**src/rtl/seq_divider_if.sv**
```systemverilog
// Request/result bundle for the sequential divider.
// start is accepted only while busy=0; done pulses one cycle when results are valid.
interface seq_divider_if #(
  parameter int N = 4
);
  logic         start;
  logic [N-1:0] dividend;
  logic [N-1:0] divisor;
  logic [N-1:0] quotient;
  logic [N-1:0] remainder;
  logic         busy;
  logic         done;
  logic         div_by_zero;

  modport master (
    output start, dividend, divisor,
    input  quotient, remainder, busy, done, div_by_zero
  );

  modport slave (
    input  start, dividend, divisor,
    output quotient, remainder, busy, done, div_by_zero
  );
endinterface

```
**src/rtl/seq_divider.sv**
```systemverilog
// Unsigned restoring divider: one SHIFT plus one SUBTRACT cycle per quotient bit.
// A divide-by-zero request skips the iterations and reports all-ones quotient.
module seq_divider #(
  parameter int N = 4
) (
  input  logic            clk,
  input  logic            reset,
  seq_divider_if.slave    bus,
  output logic [1:0]      dbg_state_o
);

  localparam int CW = $clog2(N + 1);

  typedef enum logic [1:0] {IDLE, SHIFT, SUBTRACT, FINISH} state_e;

  state_e        state_q, state_d;
  logic [N:0]    a_q, a_d;
  logic [N-1:0]  q_q, q_d;
  logic [N-1:0]  m_q, m_d;
  logic [CW-1:0] cnt_q, cnt_d;
  logic [N-1:0]  quot_q, quot_d;
  logic [N-1:0]  rem_q, rem_d;
  logic          dbz_q, dbz_d;
  logic [N:0]    diff;

  always_ff @(posedge clk) begin
    if (reset) begin
      state_q <= IDLE;
      a_q     <= '0;
      q_q     <= '0;
      m_q     <= '0;
      cnt_q   <= '0;
      quot_q  <= '0;
      rem_q   <= '0;
      dbz_q   <= 1'b0;
    end else begin
      state_q <= state_d;
      a_q     <= a_d;
      q_q     <= q_d;
      m_q     <= m_d;
      cnt_q   <= cnt_d;
      quot_q  <= quot_d;
      rem_q   <= rem_d;
      dbz_q   <= dbz_d;
    end
  end

  always_comb begin
    state_d = state_q;
    a_d     = a_q;
    q_d     = q_q;
    m_d     = m_q;
    cnt_d   = cnt_q;
    quot_d  = quot_q;
    rem_d   = rem_q;
    dbz_d   = dbz_q;
    diff    = a_q - {1'b0, m_q};

    case (state_q)
      IDLE: begin
        if (bus.start) begin
          a_d   = '0;
          q_d   = bus.dividend;
          m_d   = bus.divisor;
          cnt_d = CW'(N);
          if (bus.divisor != '0) begin
            state_d = SHIFT;
          end else begin
            quot_d  = '1;
            rem_d   = bus.dividend;
            dbz_d   = 1'b1;
            state_d = FINISH;
          end
        end
      end
      SHIFT: begin
        // A[N] is always 0 between iterations, so dropping it loses nothing.
        {a_d, q_d} = {a_q[N-1:0], q_q, 1'b0};
        state_d    = SUBTRACT;
      end
      SUBTRACT: begin
        if (!diff[N]) begin
          a_d = diff;
          q_d = {q_q[N-1:1], 1'b1};
        end
        cnt_d = cnt_q - CW'(1);
        if (cnt_d == '0) begin
          quot_d  = q_d;
          rem_d   = a_d[N-1:0];
          dbz_d   = 1'b0;
          state_d = FINISH;
        end else begin
          state_d = SHIFT;
        end
      end
      FINISH: begin
        state_d = IDLE;
      end
      default: begin
        state_d = IDLE;
      end
    endcase
  end

  assign bus.quotient    = quot_q;
  assign bus.remainder   = rem_q;
  assign bus.div_by_zero = dbz_q;
  assign bus.busy        = (state_q != IDLE);
  assign bus.done        = (state_q == FINISH);
  assign dbg_state_o     = state_q;

endmodule

```
**src/flat_wrapper.sv**
```systemverilog
// flat-port wrapper written by rule: the top's interface ports become plain ports
module seq_divider_flat 
#(
  parameter int N = 4
)
  (clk, reset, dbg_state_o, bus_start, bus_dividend, bus_divisor, bus_quotient, bus_remainder, bus_busy, bus_done, bus_div_by_zero);
  seq_divider_if #(.N(N)) bus_i ();
  input  logic clk;
  input  logic reset;
  output logic [1:0] dbg_state_o;
  input wire logic [$bits(bus_i.start)-1:0] bus_start;
  input wire logic [$bits(bus_i.dividend)-1:0] bus_dividend;
  input wire logic [$bits(bus_i.divisor)-1:0] bus_divisor;
  output wire logic [$bits(bus_i.quotient)-1:0] bus_quotient;
  output wire logic [$bits(bus_i.remainder)-1:0] bus_remainder;
  output wire logic [$bits(bus_i.busy)-1:0] bus_busy;
  output wire logic [$bits(bus_i.done)-1:0] bus_done;
  output wire logic [$bits(bus_i.div_by_zero)-1:0] bus_div_by_zero;
  assign bus_i.start = bus_start;
  assign bus_i.dividend = bus_dividend;
  assign bus_i.divisor = bus_divisor;
  assign bus_quotient = bus_i.quotient;
  assign bus_remainder = bus_i.remainder;
  assign bus_busy = bus_i.busy;
  assign bus_done = bus_i.done;
  assign bus_div_by_zero = bus_i.div_by_zero;
  seq_divider #(.N(N)) u_core (.clk(clk), .reset(reset), .bus(bus_i), .dbg_state_o(dbg_state_o));
endmodule
```
**config.mk**
```make
export PLATFORM = sky130hd
export DESIGN_NAME = seq_divider_flat
export DESIGN_NICKNAME = d
export VERILOG_FILES = /design/src/rtl/seq_divider_if.sv /design/src/rtl/seq_divider.sv /design/src/flat_wrapper.sv
export SDC_FILE = /design/constraint.sdc
export NUM_CORES = 1
export LEC_CHECK = 0
export BUFFER_PORTS_ARGS = -buffer_cell sky130_fd_sc_hd__buf_2
export CELL_PAD_IN_SITES_DETAIL_PLACEMENT = 2
export CELL_PAD_IN_SITES_GLOBAL_PLACEMENT = 2
export CORE_ASPECT_RATIO = 2
export CORE_MARGIN = 2
export CORE_UTILIZATION = 35
export DETAILED_ROUTE_END_ITERATION = 16
export PLACE_DENSITY_LB_ADDON = 0.2
export SETUP_SLACK_MARGIN = 0.15
export SYNTH_ARGS = -nofsm -noshare
export SYNTH_HDL_FRONTEND = slang
export SYNTH_SLANG_ARGS = --single-unit
```
**constraint.sdc**
```tcl
create_clock -name clk -period 6.1 [get_ports clk]
set_input_delay 0.61 -clock clk [delete_from_list [all_inputs] [get_ports clk]]
set_output_delay 0.61 -clock clk [all_outputs]
set_load 0.05 [all_outputs]
```
==> results of run 1 <==
==> final timing paths <==
kind | start | to | slack [ps]
setup / recovery | u_core.a_q[0] | u_core.a_q[2] | 3790
hold / removal | u_core.m_q[3] | u_core.m_q[3] | 470
setup reg to reg | u_core.a_q[0] | u_core.a_q[2] | 3790
hold reg to reg | u_core.m_q[3] | u_core.m_q[3] | 470
==> layer usage <==
metal,up-vias,share of wire,GRT usage
met5,-,0,0
met4,0,0.023,0.0789
met3,8,0.011,0.0182
met2,14,0.60,0.415
met1,744,0.36,0.228
li1,715,-,-
==> worst max-delay path, stage by stage, from the launching register on <==
cell	delay, ps
dfxtp_1	370
inv_1	70
ha_1	150
inv_1	50
fa_1	440
and3_4	190
o21ai_2	260
nand3_1	170
a32o_1	310
a32o_1	210
==> synth_stat cells, types with 3 or more instances <==
library cell / number / share of area
a21oi_1: 15 / 0.048
clkbuf_1: 4 / 0.0096
nor3_2: 5 / 0.032
nor4_1: 3 / 0.012
a311oi_1: 4 / 0.022
a31oi_1: 6 / 0.024
nor2_1: 18 / 0.043
ha_1: 10 / 0.080
nand2b_1: 7 / 0.028
nand2_1: 17 / 0.041
nand3_1: 14 / 0.045
buf_2: 4 / 0.013
a21o_1: 3 / 0.014
inv_1: 16 / 0.038
a22oi_1: 3 / 0.014
dfxtp_1: 27 / 0.35
o21ai_0: 7 / 0.022
a221oi_1: 4 / 0.022
==> state kept, by name (all words and copies together), names as in the netlist <==
register / flops
u_core.a_q: 5
u_core.bus.div_by_zero: 1
u_core.bus.quotient: 4
u_core.bus.remainder: 4
u_core.cnt_q: 3
u_core.dbg_state_o: 2
u_core.m_q: 4
u_core.q_q: 4
==> metrics by stage <==
stage	cell area (um2)	cells	utilization	power [uW]
global placement	1700	259	0.392	838
floorplan	1570	191	-	723
finish	1750	263	0.404	967
CTS	1750	263	0.404	977
global route	1750	263	0.404	1040
detailed placement	1700	259	0.392	863
==> cell families after synthesis <==
group	count (synthesis)
flip-flops	27
AO/OA/AOI/OAI	55
buffers and inverters	25
XOR/XNOR	2
multiplexers	1
adder cells (fa/ha/maj)	11
AND/OR/NAND/NOR	70
==> layout make-up <==
cell class / instances / area (um2)
clock buffers: 3 / 41.3
clock inverters: 1 / 7.51
fillers: 548 / 2590
inverters: 16 / 60.1
multi-input cells: 139 / 920
flip-flops and latches: 27 / 541
well taps: 54 / 67.6
repair buffers: 23 / 115
==> power by group through the flow <==
| stage | logic [uW] | registers (uW) | clock network [uW] |
|---|---|---|---|
| after floorplan | 359 | 364 | 0 |
| after detailed placement | 585 | 278 | 0 |
| final | 586 | 274 | 108 |
| after global placement | 564 | 274 | 0 |
| after CTS | 592 | 274 | 111 |
| after global routing | 643 | 282 | 117 |
==> results.md, run 1 <==
* Status: completed
* Power per cell area at between 500 and 600 nW/um2
* Setup TNS Final at 0 ps
* Drt drc at 0
* Mapped Cells at approximately 190
* Warnings, synthesis at 0
* Post-synth EDFFs at 0
* Reg2Reg Depth at 9
* Fmax at 432 MHz
* Most common cell after layout, fill and taps aside: dfxtp_1
* Mapped cell area at 1570 um2
* Port bufs at 23
* Root Buffer: clkbuf_8
* Post-Route WL at roughly 4.9 mm
* Critical Path End Type: flip-flop
* Clk_skew at about 5.5 ps
* VDD IR max at ~0.27 mV
* GRT Total Usage at 0.214
* Sequential area share after synthesis at 0.345
* Cell-internal power at 444 uW
* Worst Hold Margin at 472 ps
* Startpoint types: flip-flop
* Fraction of layout cells with a size suffix above 1 at 0.187
* Post-CTS Setup Inserts at 0
* Synth Area in XOR/XNOR at 0.0112
* Largest family of logic cells by synthesized area: compound AO/OA/AOI/OAI gates
* Post-CTS resize count at 0
* Syn Nets at roughly 210
* Die area at between 5000 and 6000 um2
* Critical path class: flip-flop to flip-flop
* Async SR Flop Fraction at 0
* Avg Cell Area, Syn at slightly above 8 um2
* Crit Path Max Fanout at 6
* Worst-path clk slew at roughly 100 ps
* CTS Buffer Depth at 2
* CTS tree: yes
* Number of global-route vias before repair at between 1,500 and 2,000
* Top Ports at 24
* ANT nets after route at 0
* Commonest cells after routing, fill and taps aside: dfxtp_1 (27), buf_2 (23), nor2_1 (18)
* Worst Tran Pin Value at between 600 and 700 ps
* Combinational share of power at 0.606
* Sw Ratio at 0.541
* TritonCTS Buffers at 3
* Synthesized flop and latch total at 27
* Leak at 0.000668 uW
* Row Count at 34
* Chip width at between 50 and 60 um
* Endpoints failing setup at 0
* Final Hold Violating Endpoints at 0
* Switching pwr at between 500 and 600 uW
* CTS Hold Bufs at 0
* Post-placement setup slack at ~3800 ps
* Slew Viols, Final at 0
* Worst-Skew Late Latency at around 280 ps
* Worst Path Arrival at roughly 2500 ps
* Via count at roughly 1,500
* CTS H-Tree Depth at 1
* Area delta synth->final at 11.8%
* DR pass1 iterations at 4
* First-pass GRT wire length at between 8 and 9 mm
* Area share of and/or/nand/nor cells after synthesis at 0.237
* Largest net degree at the start of global routing at 23
* Seq pwr share at 0.283
* Rel. slew slack at 0.593
* Hold Path Class: flip-flop to flip-flop
* Final worst slack at 3790 ps
* Top FF cell, synth: dfxtp_1
* Nets at approximately 230
* Synth Area in Adders at 0.0927
* Total of max-cap violations at 0
* Initial antenna violation count at 0
* Placer Congestion at approximately 0.9
* Post-DP HPWL at 3.87 mm
* Initial core utilization at 0.361
* Period utilisation layout at 0.379
* Final min period at 2310 ps
* Worst EP required at ~6300 ps
* Initial drt markers at 8
* Compound-Gate Fraction of Synth Area at 0.240
* Synth unique cells at 36
* Core ar. at between 4000 and 5000 um2
* Total gr overflow at 0
* Worst Hold Depth at 2
* RSZ-0062 raised after global routing: false
* Vias/cell at approximately 5.6
* Chip Height at 98.6 um
* ANT cells at 0
* Mux cell area share after synthesis at 0.00639
* WL per Instance at about 19 um
* Clock network fraction of total power at 0.111
* CTS sink cnt at 27
Note: power is estimated with default switching activity, not from simulation.
==> run 2, diff against run 1 <==
Settings changed: CORE_UTILIZATION 35 to 33.
Clock period 6.1 ns to 2.14 ns, I/O delays scaled along.
==> results.md, run 2 (same netlist as run 1, synthesis figures left out) <==
* Nets at roughly 240
* CTS Buffer Depth at 2
* Cells along the critical path: inv_1 -> ha_1 -> and3_4 -> o21ai_4 -> buf_4 -> a21o_1 -> a32o_1 -> a32o_1
* TritonCTS Buffers at 3
* WL per Instance at around 20 um
* Worst Path Buf+Inv at 2
* Port bufs at 23
* Initial antenna violation count at 0
* Grt peak-use layer: met2
* Most common cell type on the critical path: a32o_1
* ANT nets after route at 0
* RSZ-0062 raised after global routing: true
* Via count at ~1,600
* Worst stage delay on the critical path at between 300 and 400 ps
* Met2 Resource Use GR at 0.420
* Die area at around 5300 um2
* Final worst slack at 130 ps
* Chip Height at slightly above 100 um
* Number of global-route vias before repair at ~1,800
* Post-DP HPWL at slightly above 4 mm
* Worst-Skew Late Latency at around 280 ps
* DR pass1 iterations at 4
* Root Buffer: clkbuf_8
* Core ar. at approximately 4600 um2
* Period utilisation layout at 0.939
* Vias/cell at 5.62
* Clk_skew at 5.45 ps
* Crit-path slowest cell: ha_1
* Initial core utilization at 0.341
* Total of max-cap violations at 0
* Final Hold Violating Endpoints at 0
* Post-Route WL at 5.38 mm
* Slew Viols, Final at 0
* Status: completed
* Chip width at 52.7 um
* Most flops, register: u_core.a_q
* Critical path class: flip-flop to flip-flop
* Row Count at 35
* Crit Path Max Fanout at 5
* Worst Tran Pin Value at about 470 ps
* Worst-path clk slew at about 90 ps
* GRT Total Usage at 0.223
* Met3 Use GR at 0.0192
* ANT cells at 0
* Grt met1 use at 0.214
* Worst EP required at between 2000 and 2500 ps
* Design area at around 2000 um2
* CTS sink cnt at 27
* Startpoint types: flip-flop
* Endpoints failing setup at 0
* Hold Path Class: primary input to flip-flop
* Area delta synth->final at 25.3%
* VDD IR max at between 0.7 and 0.8 mV
* Drt drc at 0
* Largest net degree at the start of global routing at 22
* Initial drt markers at 25
* Leak at approximately 0.00075 uW
* Fmax at 497 MHz
* CTS tree: yes
* CTS H-Tree Depth at 1
* Top Ports at 24
* Worst Path Arrival at roughly 2200 ps
* Placed instance area at approximately 1800 um2
* Post-placement setup slack at -42.9 ps
* Max FFs per register at 5
* Delay-heaviest family, CP: compound AO/OA/AOI/OAI gates
* Rel. slew slack at 0.683
* Final min period at about 2000 ps
* Critical Path End Type: flip-flop
* Fraction of layout cells with a size suffix above 1 at 0.326
* Power per cell area at 1550 nW/um2
* CTS Hold Bufs at 0
* Total gr overflow at 0
* Commonest cells after routing, fill and taps aside: buf_2 (23), dfxtp_1 (23), nor2_1 (18)
* Placer Congestion at 0.881
* First-pass GRT wire length at about 8.7 mm
## run 2: cell types whose count changed in the layout (fill, tap and decap cells not counted), sizes merged
cell      delta
buf         +12
clkinv       +1
clkinvlp     -1
## run 2: cell type report
type,instances,area (um2)
Multi-Input combinational cell,139,1030
Sequential cell,27,548
Clock inverter,1,5.00
Timing Repair Buffer,35,205
Inverter,16,60.1
Fill cell,555,2640
Clock buffer,3,41.3
Tap cell,55,68.8
## run 2: worst register-to-register path, delay by kind of cell, from the launching register on
kind	cells	cell delay, ps
AO/OA/AOI/OAI	4	720
adder cells (fa/ha/maj)	1	370
flip-flops	1	350
AND/OR/NAND/NOR	1	250
buffers and inverters	2	230
## run 2: through the flow
step | TNS (ps) | instances | utilization | power, uW | hold slack, ps
after floorplan | 0 | 191 | - | 2070 | 358
after global placement | 0 | 266 | 0.383 | 2460 | 457
after detailed placement | -44.5 | 266 | 0.383 | 2550 | 472
after CTS | 0 | 276 | 0.412 | 2960 | 200
after global routing | 0 | 276 | 0.427 | 3260 | 221
final | 0 | 276 | 0.427 | 3030 | 210
## run 2: power by group
part           switching [uW]  total, uW  leakage, uW  internal [uW]
logic                    1290       1940     0.000505            652
registers                 127        794     0.000223            667
clock network             166        297    0.0000255            131
total                    1580       3030     0.000754           1450
## run 2: worst paths after layout
| path | start | end | slack, ps | cells past startpoint |
|---|---|---|---|---|
| max | u_core.m_q[2] | u_core.a_q[2] | 130 | 8 |
| min | bus_dividend[3] | u_core.bus.remainder[3] | 210 | 3 |
| min reg2reg | u_core.bus.div_by_zero | u_core.bus.div_by_zero | 480 | 2 |
| max reg2reg | u_core.m_q[2] | u_core.a_q[2] | 130 | 8 |
## run 2: routing by layer
| metal | part of all wire | vias up |
|---|---|---|
| met5 | 0 | - |
| met4 | 0.057 | 0 |
| met3 | 0.014 | 23 |
| met2 | 0.59 | 30 |
| met1 | 0.33 | 760 |
| li1 | - | 739 |
## run 2: timing repair
action                                  CTS  global route
endpoints found under the setup margin   10            17
resized for setup                        13            12
pin swaps                                 6            10
buffers inserted                          6             0
==> run 3, diff against run 2 <==
Settings changed: ABC_AREA from default to 1, CORE_UTILIZATION 33 to 32.
==> results.md, run 3 <==
* Status: completed
* ANT cells at 0
* Post-DP HPWL at between 3 and 4 mm
* TritonCTS Buffers at 3
* Leak at between 0.0008 and 0.0009 uW
* Port bufs at 23
* Most common cell in the netlist: nand2_1
* Combinational share of power at 0.514
* Synth top area cells: dfxtp_1 (34%), nand2_1 (9.4%), ha_1 (7.8%), inv_1 (6.6%), a21oi_1 (6.2%)
* Number of global-route vias before repair at ~1,700
* Worst-Skew Late Latency at approximately 280 ps
* Compound-Gate Fraction of Synth Area at 0.188
* Total gr overflow at 0
* Chip Height at 104 um
* Total of max-cap violations at 0
* CTS tree: yes
* Fmax at 521 MHz
* Rel. slew slack at 0.799
* Mapped cell area at between 1500 and 2000 um2
* Worst Tran Pin Value at ~300 ps
* Largest net degree at the start of global routing at 21
* Fillers at approximately 600
* Mux cell area share after synthesis at 0
* Reg2Reg Depth at 13
* Die area at approximately 5600 um2
* Multi-input combinational cell area at between 900 and 1000 um2
* Synthesized flop and latch total at 27
* Largest family of logic cells by synthesized area: simple AND/OR/NAND/NOR gates
* Critical path class: flip-flop to flip-flop
* Drt drc at 0
* Synth Area in Adders at 0.0906
* DR pass1 iterations at 4
* Async SR Flop Fraction at 0
* Post-synth top cells: nand2_1 (40), inv_1 (28), dfxtp_1 (27), a21oi_1 (20), nand3_1 (11)
* Warnings, synthesis at 0
* Synth area leader: dfxtp_1
* Post-synth top area share at 0.337
* Area delta synth->final at 20.8%
* Switching pwr at approximately 920 uW
* Synth Area in XOR/XNOR at 0.0109
* Cells along the critical path: inv_2 -> ha_1 -> inv_1 -> fa_2 -> nand2_2 -> nand2_2 -> nand3_4 -> nand2_4 -> nand2_2 -> nand3_4 -> o21ai_2 -> nand2_1 -> a21oi_2
* Sequential Area at around 540 um2
* Design area at 1940 um2
* CTS sink cnt at 27
* Syn Nets at 232
* Worst EP required at around 2400 ps
* Final min period at just under 2000 ps
* Max FFs per register at 5
* Cell-internal power at approximately 1000 uW
* Seq pwr share at 0.329
* Slew Viols, Final at 0
* Avg Cell Area, Syn at 7.63 um2
* Top Ports at 24
* Hold Path Class: primary input to flip-flop
* Critical Path End Type: flip-flop
* Row Count at 36
* Top FF cell, synth: dfxtp_1
* Commonest cells after routing, fill and taps aside: nand2_1 (39), inv_1 (27), dfxtp_1 (24)
* VDD IR max at around 0.55 mV
* Area share of and/or/nand/nor cells after synthesis at 0.274
* Chip width at 54.0 um
* Crit-path slowest cell: fa_2
* Period utilisation layout at 0.898
* Worst stage delay on the critical path at ~430 ps
* Vias/cell at between 5 and 6
* First-pass GRT wire length at 8.22 mm
* Root Buffer: clkbuf_8
* Core ar. at between 4000 and 5000 um2
* GRT Total Usage at 0.196
* Clock network fraction of total power at 0.157
* Startpoint types: flip-flop
* Most common cell type on the critical path: nand2_2
* Placer Congestion at between 0.8 and 0.9
* CTS Buffer Depth at 2
* CTS H-Tree Depth at 1
* Power per cell area at about 1000 nW/um2
* Initial antenna violation count at 0
* Nets at 264
* ANT nets after route at 0
* Final Power at 1940 uW
* Setup TNS Final at 0 ps
* Endpoints failing setup at 0
* WL per Instance at approximately 17 um
* Sequential area share after synthesis at 0.337
* Final Hold Violating Endpoints at 0
* Initial drt markers at 9
* Post-Route WL at 4.98 mm
* Sw Ratio at 0.474
* Most common cell after layout, fill and taps aside: nand2_1
* Placed instance area at approximately 1800 um2
* Worst Path Arrival at 2140 ps
* Via count at between 1,500 and 2,000
* Post-synth EDFFs at 0
* Worst Hold Depth at 3
* RSZ-0062 raised after global routing: true
* Initial core utilization at 0.329
* Most flops, register: u_core.a_q
* Mapped Cells at 210
* Crit Path Max Fanout at 6
* Synth unique cells at 31
* CTS Hold Bufs at 0
* Clk_skew at 5.14 ps
* Worst-path clk slew at approximately 100 ps
* Fraction of layout cells with a size suffix above 1 at 0.328
-- run 3: cell count changes after synthesis, moves of 6 or more --
cell      delta
nand2b_1     -7
inv_1       +12
a31oi_1      -6
nand3_2      +7
o21ai_1      +8
nand2_1     +23
nand2_2      +6
nor2_1      -10
-- run 3: timing repair --
action,in CTS,in global routing
gates resized for setup,1,15
buffers inserted,0,3
hold endpoints to repair,0,0
pin swaps,0,3
endpoints found under the setup margin,1,8
-- run 3: layout make-up --
type / count / share of cell area
sequential: 27 / 0.281
multi-input combinational: 145 / 0.500
clock buffer: 4 / 0.0233
tap: 57 / 0.0368
inverter: 34 / 0.0685
timing repair buffer: 31 / 0.0905
-- run 3: cells by family after synthesis --
| family | count (synthesis) |
|---|---|
| AO/OA/AOI/OAI | 50 |
| XOR/XNOR | 2 |
| AND/OR/NAND/NOR | 82 |
| adder cells (fa/ha/maj) | 11 |
| flip-flops | 27 |
| buffers and inverters | 38 |
-- run 3: layer usage --
layer	part of all wire	wire length, um	global-route usage	vias up
met5	0	0	0	-
met4	0.012	60	0.0643	0
met3	0.014	71	0.0144	5
met2	0.61	3030	0.364	14
met1	0.37	1820	0.218	737
li1	-	-	-	747
-- run 3: final timing paths --
| check | start | to | slack, ps |
|---|---|---|---|
| min reg2reg | u_core.cnt_q[1] | u_core.cnt_q[1] | 470 |
| min | bus_divisor[0] | u_core.m_q[0] | 220 |
| max reg2reg | u_core.a_q[0] | u_core.bus.remainder[1] | 220 |
| max | u_core.a_q[0] | u_core.bus.remainder[1] | 220 |
-- run 3: worst max-delay path, delay by kind of cell, from the launching register on --
| family | cells | cell delay (ps) |
|---|---|---|
| AO/OA/AOI/OAI | 2 | 180 |
| AND/OR/NAND/NOR | 7 | 640 |
| buffers and inverters | 2 | 140 |
| flip-flops | 1 | 330 |
| adder cells (fa/ha/maj) | 2 | 570 |
-- run 3: stage by stage --
stage	worst slack, ps	util	hold WS [ps]	cells
detailed placement	163	0.371	455	291
finish	219	0.398	225	298
global route	92.5	0.398	229	298
global placement	250	0.371	446	291
floorplan	294	-	389	210
CTS	211	0.380	218	295
-- run 3: power by group through the flow --
| stage | combinational, uW | clock (uW) | sequential (uW) |
|---|---|---|---|
| floorplan | 582 | 0 | 771 |
| global placement | 915 | 0 | 646 |
| detailed placement | 932 | 0 | 649 |
| CTS | 941 | 318 | 638 |
| global route | 1100 | 330 | 650 |
| finish | 997 | 304 | 638 |
